File: config.mk
export PLATFORM = sky130hd
export DESIGN_NAME = mmio_timer
export DESIGN_NICKNAME = d
export VERILOG_FILES = /design/src/rtl/timer_pkg.sv /design/src/rtl/timer_prescaler.sv /design/src/rtl/mmio_timer.sv
export SDC_FILE = /design/constraint.sdc
export NUM_CORES = 1
export LEC_CHECK = 0
export ABC_AREA = 1
export BUFFER_PORTS_ARGS = -buffer_cell sky130_fd_sc_hd__buf_4
export CORE_AREA = 2 2 109 111
export DETAILED_ROUTE_END_ITERATION = 8
export DIE_AREA = 0 0 111 113
export PLACE_DENSITY = 0.78
export SLEW_MARGIN = 5
export SYNTH_ARGS = -nofsm -noshare
export SYNTH_HDL_FRONTEND = slang
export SYNTH_SLANG_ARGS = --single-unit
File: constraint.sdc
create_clock -name clk -period 3 [get_ports clk]
set_input_delay 0.15 -clock clk [delete_from_list [all_inputs] [get_ports clk]]
set_output_delay 0.15 -clock clk [all_outputs]
set_load 0.02 [all_outputs]
File: src/rtl/timer_pkg.sv
// Shared types for the memory-mapped interval timer: register offsets,
// CTRL layout and the count state encoding.
package timer_pkg;

  typedef enum logic [2:0] {
    CTRL     = 3'd0,
    RELOAD   = 3'd1,
    COUNT    = 3'd2,
    STATUS   = 3'd3,
    PRESCALE = 3'd4
  } timer_reg_e;

  typedef struct packed {
    logic irq_en;
    logic auto_reload;
    logic enable;
  } timer_ctrl_t;

  localparam int unsigned STATUS_PENDING_BIT = 0;

  typedef enum logic {
    IDLE = 1'b0,
    RUN  = 1'b1
  } timer_state_e;

endpackage

File: src/rtl/timer_prescaler.sv
// Programmable clock divider: emits a one-cycle tick every divisor+1 cycles
// while enabled, holding its counter at 0 otherwise.
module timer_prescaler #(
  parameter int PRESCALE_WIDTH = 16
) (
  input  logic                      clk,
  input  logic                      rst,
  input  logic                      enable,
  input  logic                      clear,
  input  logic [PRESCALE_WIDTH-1:0] divisor,
  output logic                      tick
);

  logic [PRESCALE_WIDTH-1:0] cnt_q;
  logic [PRESCALE_WIDTH-1:0] cnt_d;
  logic                      at_div_s;

  assign at_div_s = (cnt_q == divisor);
  // A tick in a clear cycle still fires; clear only restarts the count.
  assign tick     = enable & at_div_s;

  // Divider counter next state
  always_comb begin
    cnt_d = cnt_q;
    if (!enable || clear) begin
      cnt_d = '0;
    end else if (at_div_s) begin
      cnt_d = '0;
    end else begin
      cnt_d = cnt_q + PRESCALE_WIDTH'(1);
    end
  end

  // Divider counter register with synchronous active-low reset
  always_ff @(posedge clk) begin
    if (!rst) begin
      cnt_q <= '0;
    end else begin
      cnt_q <= cnt_d;
    end
  end

endmodule

File: src/rtl/mmio_timer.sv
// Memory-mapped 32-bit down-counting interval timer with prescaler,
// auto-reload and a level interrupt acknowledged by write-1-to-clear.
module mmio_timer
  import timer_pkg::*;
#(
  parameter int ADDR_BITS      = 3,
  parameter int PRESCALE_WIDTH = 16
) (
  input  logic                 clk,
  input  logic                 rst,
  input  logic                 en,
  input  logic                 mem_rd,
  input  logic                 mem_wr,
  input  logic [ADDR_BITS-1:0] addr,
  input  logic [31:0]          data_in,
  output logic [31:0]          data_out,
  output logic                 hwint
);

  timer_ctrl_t               ctrl_q, ctrl_d;
  logic [31:0]               reload_q, reload_d;
  logic [31:0]               count_q, count_d;
  logic                      pending_q, pending_d;
  logic [PRESCALE_WIDTH-1:0] prescale_q, prescale_d;

  timer_state_e state_s;
  logic         wr_s;
  logic         wr_ctrl_s;
  logic         wr_count_s;
  logic         wr_status_s;
  logic         wr_prescale_s;
  logic         tick_s;

  assign wr_s          = en & mem_wr;
  assign wr_ctrl_s     = wr_s & (addr == ADDR_BITS'(CTRL));
  assign wr_count_s    = wr_s & (addr == ADDR_BITS'(COUNT));
  assign wr_status_s   = wr_s & (addr == ADDR_BITS'(STATUS));
  assign wr_prescale_s = wr_s & (addr == ADDR_BITS'(PRESCALE));
  assign state_s       = ctrl_q.enable ? RUN : IDLE;
  assign hwint         = pending_q & ctrl_q.irq_en;

  timer_prescaler #(
    .PRESCALE_WIDTH(PRESCALE_WIDTH)
  ) u_prescaler (
    .clk    (clk),
    .rst    (rst),
    .enable (ctrl_q.enable),
    .clear  (wr_ctrl_s | wr_prescale_s),
    .divisor(prescale_q),
    .tick   (tick_s)
  );

  // Next state: acknowledge, then tick/expiry, then bus writes override fields
  always_comb begin
    ctrl_d     = ctrl_q;
    reload_d   = reload_q;
    count_d    = count_q;
    pending_d  = pending_q;
    prescale_d = prescale_q;

    if (wr_status_s && data_in[STATUS_PENDING_BIT]) begin
      pending_d = 1'b0;
    end else begin
      pending_d = pending_q;
    end

    case (state_s)
      RUN: begin
        // A COUNT write in a tick cycle swallows the tick entirely.
        if (tick_s && !wr_count_s) begin
          if (count_q > 32'd1) begin
            count_d = count_q - 32'd1;
          end else begin
            pending_d = 1'b1;
            if (ctrl_q.auto_reload) begin
              count_d = reload_q;
            end else begin
              count_d       = 32'd0;
              ctrl_d.enable = 1'b0;
            end
          end
        end else begin
          count_d = count_q;
        end
      end
      IDLE:    count_d = count_q;
      default: count_d = count_q;
    endcase

    if (wr_s) begin
      case (addr)
        ADDR_BITS'(CTRL):     ctrl_d     = timer_ctrl_t'(data_in[2:0]);
        ADDR_BITS'(RELOAD):   reload_d   = data_in;
        ADDR_BITS'(COUNT):    count_d    = data_in;
        ADDR_BITS'(PRESCALE): prescale_d = data_in[PRESCALE_WIDTH-1:0];
        default: ;
      endcase
    end else begin
      reload_d = reload_q;
    end
  end

  // Register file with synchronous active-low reset
  always_ff @(posedge clk) begin
    if (!rst) begin
      ctrl_q     <= timer_ctrl_t'(3'd0);
      reload_q   <= 32'd0;
      count_q    <= 32'd0;
      pending_q  <= 1'b0;
      prescale_q <= '0;
    end else begin
      ctrl_q     <= ctrl_d;
      reload_q   <= reload_d;
      count_q    <= count_d;
      pending_q  <= pending_d;
      prescale_q <= prescale_d;
    end
  end

  // Combinational read mux; shows pre-write values on a simultaneous write
  always_comb begin
    data_out = 32'd0;
    if (en && mem_rd) begin
      case (addr)
        ADDR_BITS'(CTRL):     data_out = {29'd0, ctrl_q};
        ADDR_BITS'(RELOAD):   data_out = reload_q;
        ADDR_BITS'(COUNT):    data_out = count_q;
        ADDR_BITS'(STATUS):   data_out = {31'd0, pending_q};
        ADDR_BITS'(PRESCALE): data_out = 32'(prescale_q);
        default:              data_out = 32'd0;
      endcase
    end else begin
      data_out = 32'd0;
    end
  end

endmodule
* After elaboration in Yosys (flattened, before gate mapping)
Index checks and enable logic that the tools add are counted.
** Storage, ports and cells
- Input bits :: 40
- Output and inout port bits :: 33
- Word-level logic and storage cells :: 56
- Register bits :: 100
** Cells by class
- Add/subtract/negate cells :: 2
- Reductions and logical operators :: 11
- Eq/ne operators :: 5
- Order comparisons :: 1
- Bitwise gates (word level) :: 10
- Mux-type cells :: 19
** Operators with widths (count)
- two-way mux 32 bit :: 6
- one-hot mux 32 bit (5 select lines) :: 1
- one-hot mux 32 bit (2 select lines) :: 1
- > comparator 32 x 1 -> 1 bit, second input constant :: 1
- subtractor 32 x 1 -> 32 bit, second input constant :: 1
- adder 16 x 1 -> 16 bit, second input constant :: 1
- equality test 16 bit :: 1
- two-way mux 1 bit :: 11
- AND 1 bit :: 7
- equality test 3 x 2 -> 1 bit, second input constant :: 2
- AND reduction 2 bit :: 3
- equality test 3 x 1 -> 1 bit, second input constant :: 1
- equality test 3 bit, second input constant :: 1
- logical AND 1 bit :: 3
- logical NOT 3 bit :: 1
- OR reduction 3 bit :: 1
- logical NOT 1 bit :: 2
- NOT 1 bit :: 2
- logical OR 1 bit :: 1
- bitwise OR 1 bit :: 1

* Longest topological paths before layout
- Word-level depth :: 8
- Mapped depth :: 12
- Gate-level depth less buffers :: 12

* Cells and area by module
From an unflattened synthesis, not the netlist that was laid out.
** Second synthesis, totals
- Cell total of the unflattened synthesis :: 1085
- Area, all modules :: 6656.4 um^2
** Modules (own cells, without submodules)
- mmio_timer :: sequential area each 1681.6 um^2, times used 1, area each 5579.1 um^2, cells each 900
- timer_prescaler :: sequential area each 320.3 um^2, times used 1, area each 1077.3 um^2, cells each 185

* Worst setup path before layout
Ideal clock, no wire load.
- Path type :: flip-flop to flip-flop
- Start point :: register count_q[1]
- End point :: register count_q[22]
- Data arrival time :: 1502 ps
- Slack :: 1381 ps
- Period minus slack after synthesis :: 1619 ps
- Data required time :: 2883 ps
- Path buffers :: 1
- Stages on the path, launching flop included :: 11
- Setup time :: 117 ps
- Cells stage by stage :: dfxtp_1 -> inv_1 -> ha_1 -> nand2_2 -> a21oi_1 -> nand3_4 -> inv_1 -> buf_4 -> a21oi_1 -> a21oi_1 -> nor2_1
** Between the ends
- Longest elaborated chain between the ends :: 6
- Elaborated cells between the ends (all ways) :: 7
- Those cells by class :: 1 x add/sub; 1 x order compare; 5 x mux
** RTL lines
- from (decl) :: line mmio_timer.sv:22 : logic [31:0] count_q, count_d;
- from (signal assigned) :: line mmio_timer.sv:114 : count_q <= count_d;
- subtractor 32 x 1 -> 32 bit / > comparator 32 x 1 -> 1 bit (equally long branches) :: line mmio_timer.sv:72, mmio_timer.sv:71
- two-way mux 32 bit * :: line mmio_timer.sv:71 : if (count_q > 32'd1) begin
- two-way mux 32 bit * :: line mmio_timer.sv:70 : if (tick_s && !wr_count_s) begin
- one-hot mux 32 bit (2 select lines) * :: line mmio_timer.sv:67 : case (state_s)
- two-way mux 32 bit :: line mmio_timer.sv:91 : case (addr)
- two-way mux 32 bit * :: line mmio_timer.sv:90 : if (wr_s) begin
Mark *: on every way between the ends. The rest lies on a longest branch, timed or not.
A chain may end at the register's enable or synchronous reset.

* Final worst setup path
- Start point :: register u_prescaler.cnt_q[10]
- End point :: register count_q[11]
** Between the ends
- Longest elaborated chain between the ends :: 7
** RTL lines
- from (decl) :: line timer_prescaler.sv:14 : logic [PRESCALE_WIDTH-1:0] cnt_q;
- from (signal assigned) :: line timer_prescaler.sv:39 : cnt_q <= cnt_d;
- equality test 16 bit * :: line timer_prescaler.sv:18 : assign at_div_s = (cnt_q == divisor);
- AND 1 bit * :: line timer_prescaler.sv:20 : assign tick = enable & at_div_s;
- logical AND 1 bit * :: line mmio_timer.sv:70
- two-way mux 32 bit * :: line mmio_timer.sv:70
- one-hot mux 32 bit (2 select lines) * :: line mmio_timer.sv:67
- two-way mux 32 bit :: line mmio_timer.sv:91
- two-way mux 32 bit * :: line mmio_timer.sv:90
Marks and branches as above.

==> results.sh <==
export IMPL_outcome="completed"
export IMPL_syn_avg_cell_area_um2=6.23
export IMPL_crit_arrival_ns=2.67
export IMPL_cp_required_ns=3.26
export IMPL_synth_area_um2=6150
export IMPL_fin_crit_sh_pct=80.4
export IMPL_core_um2=11300
export IMPL_die_x_um=111
export IMPL_hold_path_startpoint="data_in[27]"
export IMPL_antenna_found_initial=0
export IMPL_post_route_drc_count=0
export IMPL_hold_depth=3
export IMPL_finalPower_mw=3.31
export IMPL_nets=1080
export IMPL_initial_core_util_pct=54.6
export IMPL_criticalPathCategory="flip-flop to flip-flop"
export IMPL_crit_path_max_fanout=27
export IMPL_setup_tns_ns=0
export IMPL_wl_per_cell_um=15.5
export IMPL_layout_drive_gt1_share_pct=12.8
export IMPL_gp_congestion=0.924
export IMPL_cp_end_kind="flip-flop"
export IMPL_p_clk_share_pct=38.8
export IMPL_max_freq_ghz=0.415
export IMPL_ir_worst_vdd_mv=0.520
export IMPL_final_setup_viol_count=0
export IMPL_seqPwrFrac_pct=41.9
export IMPL_synthDistinctLibCells=40
export IMPL_io_buffers=72
export IMPL_ant_nets=0
export IMPL_synthCells=987
export IMPL_post_cts_buffers=0
export IMPL_die_h_um=113
export IMPL_grt_pass1_wl_um=30100
export IMPL_placed_cells=1169
export IMPL_first_iter_violations=584
export IMPL_cts_resized_gates=0
export IMPL_pin_count=73
export IMPL_synth_edf_count=0
export IMPL_synth_area_leaders="dfxtp_1 (33%), nand2_1 (12%), a21oi_1 (9.8%)"
export IMPL_start_kind="flip-flop"
export IMPL_grt_usage_pct=29.7
export IMPL_swShare_pct=32.0
export IMPL_path_cells="inv_1, nand2_1, nand2_1, nor2_1, nand2_1, nor2_1, nand3_2, nor2_4, o21ai_0, a21oi_1, nor2_1"
export IMPL_synth_warnings=0
export IMPL_drv_cap=0
export IMPL_place_hpwl_um=13200
export IMPL_cts_buffers=9
export IMPL_htreeDepth=3
export IMPL_cts_sinks=100
export IMPL_slowest_delay_ns=0.58
export IMPL_fin_skew_ns=0.0152
export IMPL_syn_nets=1030
export IMPL_grt_pass1_vias=5989
export IMPL_powerDensity_nw_per_um2=470
export IMPL_final_hold_violation_count=0
export IMPL_min_period_ns=2.41
export IMPL_synth_ff_type="dfxtp_1"
export IMPL_cts_hold_buf=0
export IMPL_drt_first_pass_iters=7
export IMPL_grt_setup_unrepaired="no"
export IMPL_cts_root_buffer="clkbuf_16"
export IMPL_areaGrowthSynthToFinish_pct=14.3
export IMPL_p_int_mw=2.25
export IMPL_hold_path_end="reload_q[27]"
export IMPL_async_reset_ff_share_pct=0
export IMPL_clk_latency_ns=0.38
export IMPL_clk_pin_slew_ns=0.08
export IMPL_hp_class="primary input to flip-flop"
export IMPL_p_leak_nw=3.13
export IMPL_ys_seq_elements=100
export IMPL_via_count=6544
export IMPL_viasPerCell=5.52
export IMPL_rrSetupSlack_ns=0.59
export IMPL_die_area_um2=12500
export IMPL_worst_r2r_endpoint="count_q[11]"
export IMPL_synth_top_area_share_pct=32.5
export IMPL_power_switching_mw=1.06
export IMPL_ctsLongestPathBuffers=2
export IMPL_yosysTopAreaCell="dfxtp_1"
export IMPL_cts_tree="yes"
export IMPL_power_frac_comb_pct=19.3
export IMPL_nFillCells=1096
export IMPL_rows=39
export IMPL_grt_max_degree=53
export IMPL_antenna_cells=0
export IMPL_worst_r2r_path_depth=11
export IMPL_cpMaxStageDelayCell="nor2_4"
export IMPL_tightest_slew_ns=0.784
export IMPL_slew_headroom_pct=47.6
export IMPL_ys_seq_area_share_pct=32.5
export IMPL_slew_violations=0
export IMPL_grt_overflow=0
export IMPL_r2r_start="u_prescaler.cnt_q[10]"
export IMPL_final_cell_count_no_fill=1185
export IMPL_wirelength_um=18400
-- critical path, delay by kind of cell, from the launching register on --
kind / cells / cell delay (ns)
compound gates: 2 / 0.37
simple gates: 8 / 1.39
flops: 1 / 0.41
buf+inv: 1 / 0.13
-- synthesized netlist by cell type (all sizes together), types with 4 or more instances --
library cell and number:
a21oi 123, buf 11, clkbuf 30, dfxtp 100, inv 143, nand2 193, nand3 30, nand4 10
nor2 168, nor3 7, nor3b 5, o21ai 120, o221ai 4, o22ai 12, xor2 16
-- cell type report --
type	count	area, um2	share of cell area, %
flip-flops and latches	100	2000	28.5
multi-input cells	703	3400	48.3
well taps	143	179	2.54
clock inverters	6	77.6	1.10
inverters	143	537	7.63
clock buffers	10	239	3.40
repair buffers	80	601	8.54
-- cells by family after synthesis --
family	after synthesis	share of synthesized area, %
AO/OA/AOI/OAI	266	22.7
adder cells (fa/ha/maj)	3	0.610
buffers and inverters	184	12.2
flip-flops	100	32.5
AND/OR/NAND/NOR	415	29.2
XOR/XNOR	19	2.70
-- flip-flops by register name, summed over array words and instances, names as in the netlist --
| signal | count |
|---|---|
| ctrl_q | 3 |
| u_prescaler.cnt_q | 16 |
| prescale_q | 16 |
| reload_q | 32 |
| pending_q | 1 |
| count_q | 32 |
-- placed cells by master, fill, tap and decap left out, types with 2 or more instances in the layout --
master     instances
nand2_1          190
nor2_1           151
inv_1            137
a21oi_1          121
o21ai_0          116
dfxtp_1          100
buf_4             80
nand3_1           27
xor2_1            16
o22ai_1           12
nor2_2            11
nand4_1           10
clkbuf_16          9
nor2_4             6
inv_2              6
nor3_2             4
o221ai_1           4
nor3b_1            4
o21ai_1            3
nor3_1             3
xnor2_1            3
a221oi_1           3
ha_1               3
nand3_2            2
a21oi_2            2
nor4_1             2
inv_8              2
inv_6              2
-- routing by layer --
| layer | global-route usage, % | vias up | part of all wire [%] |
|---|---|---|---|
| li1 | - | 3273 | - |
| met1 | 41.2 | 2978 | 47 |
| met2 | 47.4 | 269 | 45 |
| met3 | 5.20 | 24 | 6.8 |
| met4 | 9.25 | 0 | 1.6 |
| met5 | 0 | - | 0 |
-- stage by stage --
step                hold WS (ns)  worst slack, ns  utilization, %  instance area [um2]
floorplan                  0.285             1.38               -                 6150
global placement           0.387            0.696            59.6                 6720
detailed placement         0.401            0.617            59.6                 6720
CTS                      0.00787            0.612            62.4                 7030
global route              0.0245            0.334            62.4                 7030
finish                   0.00912            0.588            62.4                 7030
-- power by group through the flow --
stage               Clock, mW  Combinational (mW)  Sequential (mW)
floorplan                   0               0.449             1.41
global placement            0               0.622             1.42
detailed placement          0               0.623             1.42
CTS                      1.28               0.628             1.39
global route             1.33               0.712             1.39
finish                   1.28               0.638             1.39
-- how the worst max path moves through the flow --
stage                     startpoint          end  cells past startpoint
2_1_floorplan             count_q[1]  count_q[22]                     10
3_3_place_gp   u_prescaler.cnt_q[10]  count_q[23]                     11
3_5_place_dp   u_prescaler.cnt_q[10]  count_q[11]                     11
4_1_cts        u_prescaler.cnt_q[10]  count_q[11]                     11
5_1_grt        u_prescaler.cnt_q[10]  count_q[11]                     11
6_report       u_prescaler.cnt_q[10]  count_q[11]                     11
Note: power is estimated with default switching activity, not from simulation.
